[config.mk]
export PLATFORM = sky130hd
export DESIGN_NAME = mskand_hpc2_array
export DESIGN_NICKNAME = d
export VERILOG_FILES = /design/src/rtl/mskand_hpc2_array.sv
export SDC_FILE = /design/constraint.sdc
export NUM_CORES = 1
export LEC_CHECK = 0
export CAP_MARGIN = 10
export CORE_MARGIN = 5
export CORE_UTILIZATION = 53
export DETAILED_ROUTE_END_ITERATION = 12
export MAX_ROUTING_LAYER = met4
export PLACE_DENSITY_LB_ADDON = 0.3
export SYNTH_ARGS = -nofsm -noshare
export SYNTH_HDL_FRONTEND = slang
export SYNTH_SLANG_ARGS = --single-unit
[constraint.sdc]
create_clock -name clk -period 1.6 [get_ports clk]
set_input_delay 0.32 -clock clk [delete_from_list [all_inputs] [get_ports clk]]
set_output_delay 0.32 -clock clk [all_outputs]
set_load 0.1 [all_outputs]
[src/rtl/mskand_hpc2_array.sv]
// mskand_hpc2_array
// N independent bit lanes, each an order-(d-1) HPC2 masked AND gadget.
// Sharings are share-major: share i of lane j sits at bit i*N+j.
// Latency is 2 cycles and throughput is one operation per cycle.
//
// Ports
//   clk        rising-edge clock
//   nrst       asynchronous active-low reset
//   in_valid   operation start in cycle t; qualifies op_x, rnd and swap
//   swap       operand-role select, sampled with in_valid
//   op_x       first operand sharing (cycle t)
//   op_y       second operand sharing (cycle t+1; also cycle t when swap=1)
//   op_x_prev  op_x sharing re-presented in cycle t+1
//   rnd        RNDW fresh random bits (cycle t), d*(d-1)/2 per lane
//   out        product sharing, valid in cycle t+2
//   out_valid  qualifies out
//   busy       an operation is in flight
//
// Build option
//   MSKAND_HPC2_ARRAY_OUT_GATE_EN: when defined, out reads zero in every
//   cycle where out_valid is low; otherwise out always shows the registers.
module mskand_hpc2_array #(
    parameter  int d    = 2,
    parameter  int N    = 8,
    localparam int RNDW = N*d*(d-1)/2
) (
    input  logic            clk,
    input  logic            nrst,
    input  logic            in_valid,
    input  logic            swap,
    input  logic [d*N-1:0]  op_x,
    input  logic [d*N-1:0]  op_y,
    input  logic [d*N-1:0]  op_x_prev,
    input  logic [RNDW-1:0] rnd,
    output logic [d*N-1:0]  out,
    output logic            out_valid,
    output logic            busy
);

    localparam int P = d*(d-1)/2;   // random bits per lane
    localparam int Q = d*(d-1);     // ordered share pairs (i,k), i != k

    // Index of the random bit shared by the unordered pair {i,k}.
    function automatic int pidx(input int i, input int k);
        int lo;
        int hi;
        lo = (i < k) ? i : k;
        hi = (i < k) ? k : i;
        return lo*d - (lo*(lo+1))/2 + (hi - lo - 1);
    endfunction

    // Dense index of the ordered pair (i,k), i != k.
    function automatic int oidx(input int i, input int k);
        return i*(d-1) + ((k < i) ? k : k - 1);
    endfunction

    logic              v1_q, v2_q, swap_q;
    logic [d*N-1:0]    b_q, b_d;
    logic [RNDW-1:0]   r_q;
    logic [Q*N-1:0]    u_q, u_d;
    logic [d*N-1:0]    ab_q, ab_d;
    logic [Q*N-1:0]    t1_q, t1_d, t2_q, t2_d;
    logic [d*N-1:0]    lat1, prv, res;

    // Stage 1: latency-0 operand masked with the pair randomness
    always_comb begin
        b_d = swap ? op_y : op_x;
        u_d = '0;
        for (int j = 0; j < N; j++) begin
            for (int i = 0; i < d; i++) begin
                for (int k = 0; k < d; k++) begin
                    if (k != i) begin
                        u_d[oidx(i,k)*N+j] = b_d[k*N+j] ^ rnd[j*P+pidx(i,k)];
                    end
                end
            end
        end
    end

    always_ff @(posedge clk or negedge nrst) begin
        if (!nrst) begin
            v1_q   <= 1'b0;
            v2_q   <= 1'b0;
            swap_q <= 1'b0;
            b_q    <= '0;
            r_q    <= '0;
            u_q    <= '0;
        end else begin
            v1_q <= in_valid;
            v2_q <= v1_q;
            if (in_valid) begin
                swap_q <= swap;
                b_q    <= b_d;
                r_q    <= rnd;
                u_q    <= u_d;
            end
        end
    end

    // Stage 2: partial products, each kept in its own register so no
    // glitch can combine shares before the final compression.
    // The role mux follows the swap captured with the operation.
    always_comb begin
        lat1 = swap_q ? op_x_prev : op_y;
        prv  = swap_q ? b_q       : op_x_prev;
        ab_d = '0;
        t1_d = '0;
        t2_d = '0;
        for (int j = 0; j < N; j++) begin
            for (int i = 0; i < d; i++) begin
                ab_d[i*N+j] = lat1[i*N+j] & prv[i*N+j];
                for (int k = 0; k < d; k++) begin
                    if (k != i) begin
                        t1_d[oidx(i,k)*N+j] = ~lat1[i*N+j] & r_q[j*P+pidx(i,k)];
                        t2_d[oidx(i,k)*N+j] =  lat1[i*N+j] & u_q[oidx(i,k)*N+j];
                    end
                end
            end
        end
    end

    always_ff @(posedge clk or negedge nrst) begin
        if (!nrst) begin
            ab_q <= '0;
            t1_q <= '0;
            t2_q <= '0;
        end else if (v1_q) begin
            ab_q <= ab_d;
            t1_q <= t1_d;
            t2_q <= t2_d;
        end
    end

    // Output: per-share compression of registered terms only
    always_comb begin
        res = '0;
        for (int j = 0; j < N; j++) begin
            for (int i = 0; i < d; i++) begin
                res[i*N+j] = ab_q[i*N+j];
                for (int k = 0; k < d; k++) begin
                    if (k != i) begin
                        res[i*N+j] = res[i*N+j] ^ t1_q[oidx(i,k)*N+j] ^ t2_q[oidx(i,k)*N+j];
                    end
                end
            end
        end
    end

`ifdef MSKAND_HPC2_ARRAY_OUT_GATE_EN
    assign out = v2_q ? res : '0;
`else
    assign out = res;
`endif

    assign out_valid = v2_q;
    assign busy      = v1_q | v2_q;

endmodule
==> results.md <==
* Status: finished, violations left
* Failing checks: setup timing
* Core ar. at 0.00813 mm2
* Final net count at 543
* Routed met1 length at 3890 um
* Synth Instances at 403
* Average via count per standard cell at 5.31
* Least-Margin Pin Slew at 0.355 ns
* Synth unique cells at 20
* Achievable frequency at 571 MHz
* TritonCTS clock tree: done
* Post-route cell area at 0.00615 mm2
* Path type of the worst setup path: reg -> out
* Leading cell type in the layout, fill and taps excluded: sky130_fd_sc_hd__dfrtp_1
* List of cells traversed by the critical path: xnor2_2, xnor2_4, buf_12
* Total met3 wirelength after detailed routing at 307 um
* Sum of met2 wire segment lengths after detailed routing at 5080 um
* Leading area contributor after synthesis: sky130_fd_sc_hd__dfrtp_1
* R2r endpoint: t2_q[13]
* Overall die area at 0.0102 mm2
* Number of top-level design ports at 78
* Clk pin slew, worst setup/hold paths at 0.09 ns
* Hold Vio Cnt, Final at 0
* Critical path fanouts, max at 2
* Average wire per standard cell at 15.8 um
* Wire length of the first global-routing pass at 15700 um
* Cell Rows at 33
* Kind of end point of the critical path: output pin
* Final setup violating endpoints at 16
* Worst Path Arrival at 1.43 ns
* Total via count in the routed design at 3151
* Final clock period utilization by the worst path at 109%
* Area added between synthesis and finish at 40.0%
* Reg-to-reg startpoint: swap_q
* Maximum number of pins on one net before global-route repair at 90
* Final wirelength at 9360 um
* H-tree lvl count at 3
* Top cells by area in the synthesized netlist: sky130_fd_sc_hd__dfrtp_1 52%, sky130_fd_sc_hd__xnor2_1 9.6%, sky130_fd_sc_hd__mux2_2 6.4%
* Syn Area/Cell at 10.9 um2
* Total global routing overflow at 0
* Antenna Diode Count at 0
* Number of iterations in the first detailed-routing pass at 4
* Commonest non-fill, non-tap cells in the layout: 89 x sky130_fd_sc_hd__dfrtp_1, 57 x sky130_fd_sc_hd__clkdlybuf4s50_1
* Setup clock skew after layout at 0.00881 ns
* Stages on the worst setup path at 3
* # clock sinks at 91
* Library cell contributing the largest single delay on the critical path: sky130_fd_sc_hd__dfrtp_1
* Synth Warn # at 0
* Post-Place Worst Slack at -0.236 ns
* Required time of the critical path at 1.28 ns
* Horizontal die dimension at 101 um
* Number of buffers added on ports at 77
* Layout cells sized above 1 at 26.4%
* Proportion of netlist area held by the largest area contributor at 51.9%
* Residual DRC count at 0
* TritonCTS buffer count at 9
* Longest Clk Path Bufs at 2
* Number of buffer and inverter instances along the worst setup path at 1
* Max rail drop VDD at 0.979 mV
* Detailed router's first-iteration violation count at 68
* Termination of the worst setup path: out[9]
* RSZ-0062 raised after global routing: yes
* Worst reg2reg path depth at 4
* Power per standard cell area at 1300 mW/mm2
* Global placement routability congestion at 0.787
* Nature of the critical path startpoint: flip-flop
* Stage delay of the slowest cell on the critical path at 0.42 ns
* Clk Tree Root Cell: sky130_fd_sc_hd__clkbuf_8
* Register-to-register setup slack at 0.30 ns
* Die height at 101 um
* Post-route worst hold slack at 0.358 ns
* Launching element of the worst setup path: t2_q[9]
* Number of max-slew violations in the final report at 0
* Post-route worst setup slack at -0.151 ns
* HPWL after detailed placement at 6420 um
* Total GRT Usage at 20.4%
* Antenna violations before repair at 0
* Effective utilization at floorplan at 54.0%
* Remaining antenna violation count at 0
* Worst relative slew slack at 76.4%
* Number of register bits inferred by synthesis at 91
* Max_cap viols at 0
* Nets in the synthesized netlist at 463
* Netlist area before placement at 0.00439 mm2
* Largest delay contributor family on the critical path: XOR/XNOR gates
* Final period demand of the worst path at 1.75 ns
* Class of the tightest hold or removal check: in -> reg
* Via count of the first global-routing pass at 3287
* Area after DPL at 0.00578 mm2
* Share of the core filled with cells at 75.6%
* Leakage at 2.65 nW
* Summed negative setup slack over all endpoints at -1.79 ns
* Fraction of the yosys area taken by sequential cells at 51.9%
* Skew-Pair Late Insertion Delay at 0.36 ns
* Uppermost routed layer: met4
-- worst register-to-register path, delay by kind of cell, from the launching register on --
family                 cells  cell delay [ns]
buffers and inverters      1             0.28
AO/OA/AOI/OAI              2             0.42
flip-flops                 1             0.39
AND/OR/NAND/NOR            1             0.11
-- metal layers --
metal	track usage, %	vias up
met3	3.67	11
met4	5.62	0
met5	-	-
met2	35.1	50
met1	24.8	1558
li1	-	1532
-- report_power, final --
part           leakage, nW  internal (W)  switching, W  total, W
Sequential            1.12       0.00259      0.000277   0.00287
Clock                0.108      0.000845      0.000787   0.00163
Combinational         1.42       0.00158       0.00194   0.00351
Total                 2.65       0.00501       0.00300   0.00801
-- flip-flops by register name (all words and copies together) (netlist names) --
signal	cells
t1_q	16
out_valid	1
swap_q	1
t2_q	16
r_q	8
v1_q	1
b_q	16
ab_q	16
u_q	16
-- synth_stat cells, drive strengths merged --
| cell type | instances |
|---|---|
| a21o | 16 |
| a21oi | 32 |
| a31o | 16 |
| buf | 16 |
| clkbuf | 6 |
| dfrtp | 91 |
| inv | 32 |
| mux2 | 25 |
| mux2i | 16 |
| nand2 | 24 |
| nor2 | 16 |
| nor2b | 32 |
| o22ai | 32 |
| or2 | 1 |
| xnor2 | 48 |
-- per-stage QoR --
stage / total power, W / std cells
2_1_floorplan: 0.00515 / 403
3_3_place_gp: 0.00625 / 572
3_5_place_dp: 0.00632 / 572
4_1_cts: 0.00804 / 590
5_1_grt: 0.00833 / 593
6_report: 0.00801 / 593
-- cells by family (layout without fill, tap and decap cells) --
| group | count (synthesis) | after routing | synth area share [%] |
|---|---|---|---|
| flops | 91 | 91 | 51.9 |
| mux | 41 | 41 | 10.8 |
| buf+inv | 54 | 139 | 5.47 |
| compound gates | 96 | 96 | 14.1 |
| simple gates | 73 | 73 | 8.12 |
| xor+xnor | 48 | 48 | 9.58 |
-- worst min path at each step --
stage | start | endpoint | cells after the start
3_3_place_gp | nrst | ab_q[11] | 1
3_5_place_dp | nrst | ab_q[11] | 1
4_1_cts | in_valid | v1_q | 2
6_report | in_valid | v1_q | 2
5_1_grt | in_valid | v1_q | 2
2_1_floorplan | nrst | ab_q[0] | 0
-- timing repair --
| action | in CTS | in global routing |
|---|---|---|
| endpoints found under the setup margin | 17 | 17 |
| resized for setup | 15 | 1 |
| hold buffers | 1 | 0 |
| hold endpoints to repair | 20 | 0 |
| buffers inserted | 1 | 3 |
| pin swaps | 8 | 5 |
-- cell type report --
| class | instances | area, um2 |
|---|---|---|
| clock buffer | 12 | 165 |
| clock inverter | 4 | 47.5 |
| fill | 537 | 1990 |
| inverter | 32 | 120 |
| multi-input combinational | 258 | 2280 |
| sequential | 91 | 2280 |
| tap | 105 | 131 |
| timing repair buffer | 91 | 1130 |
(Power assumes the default switching activity.)
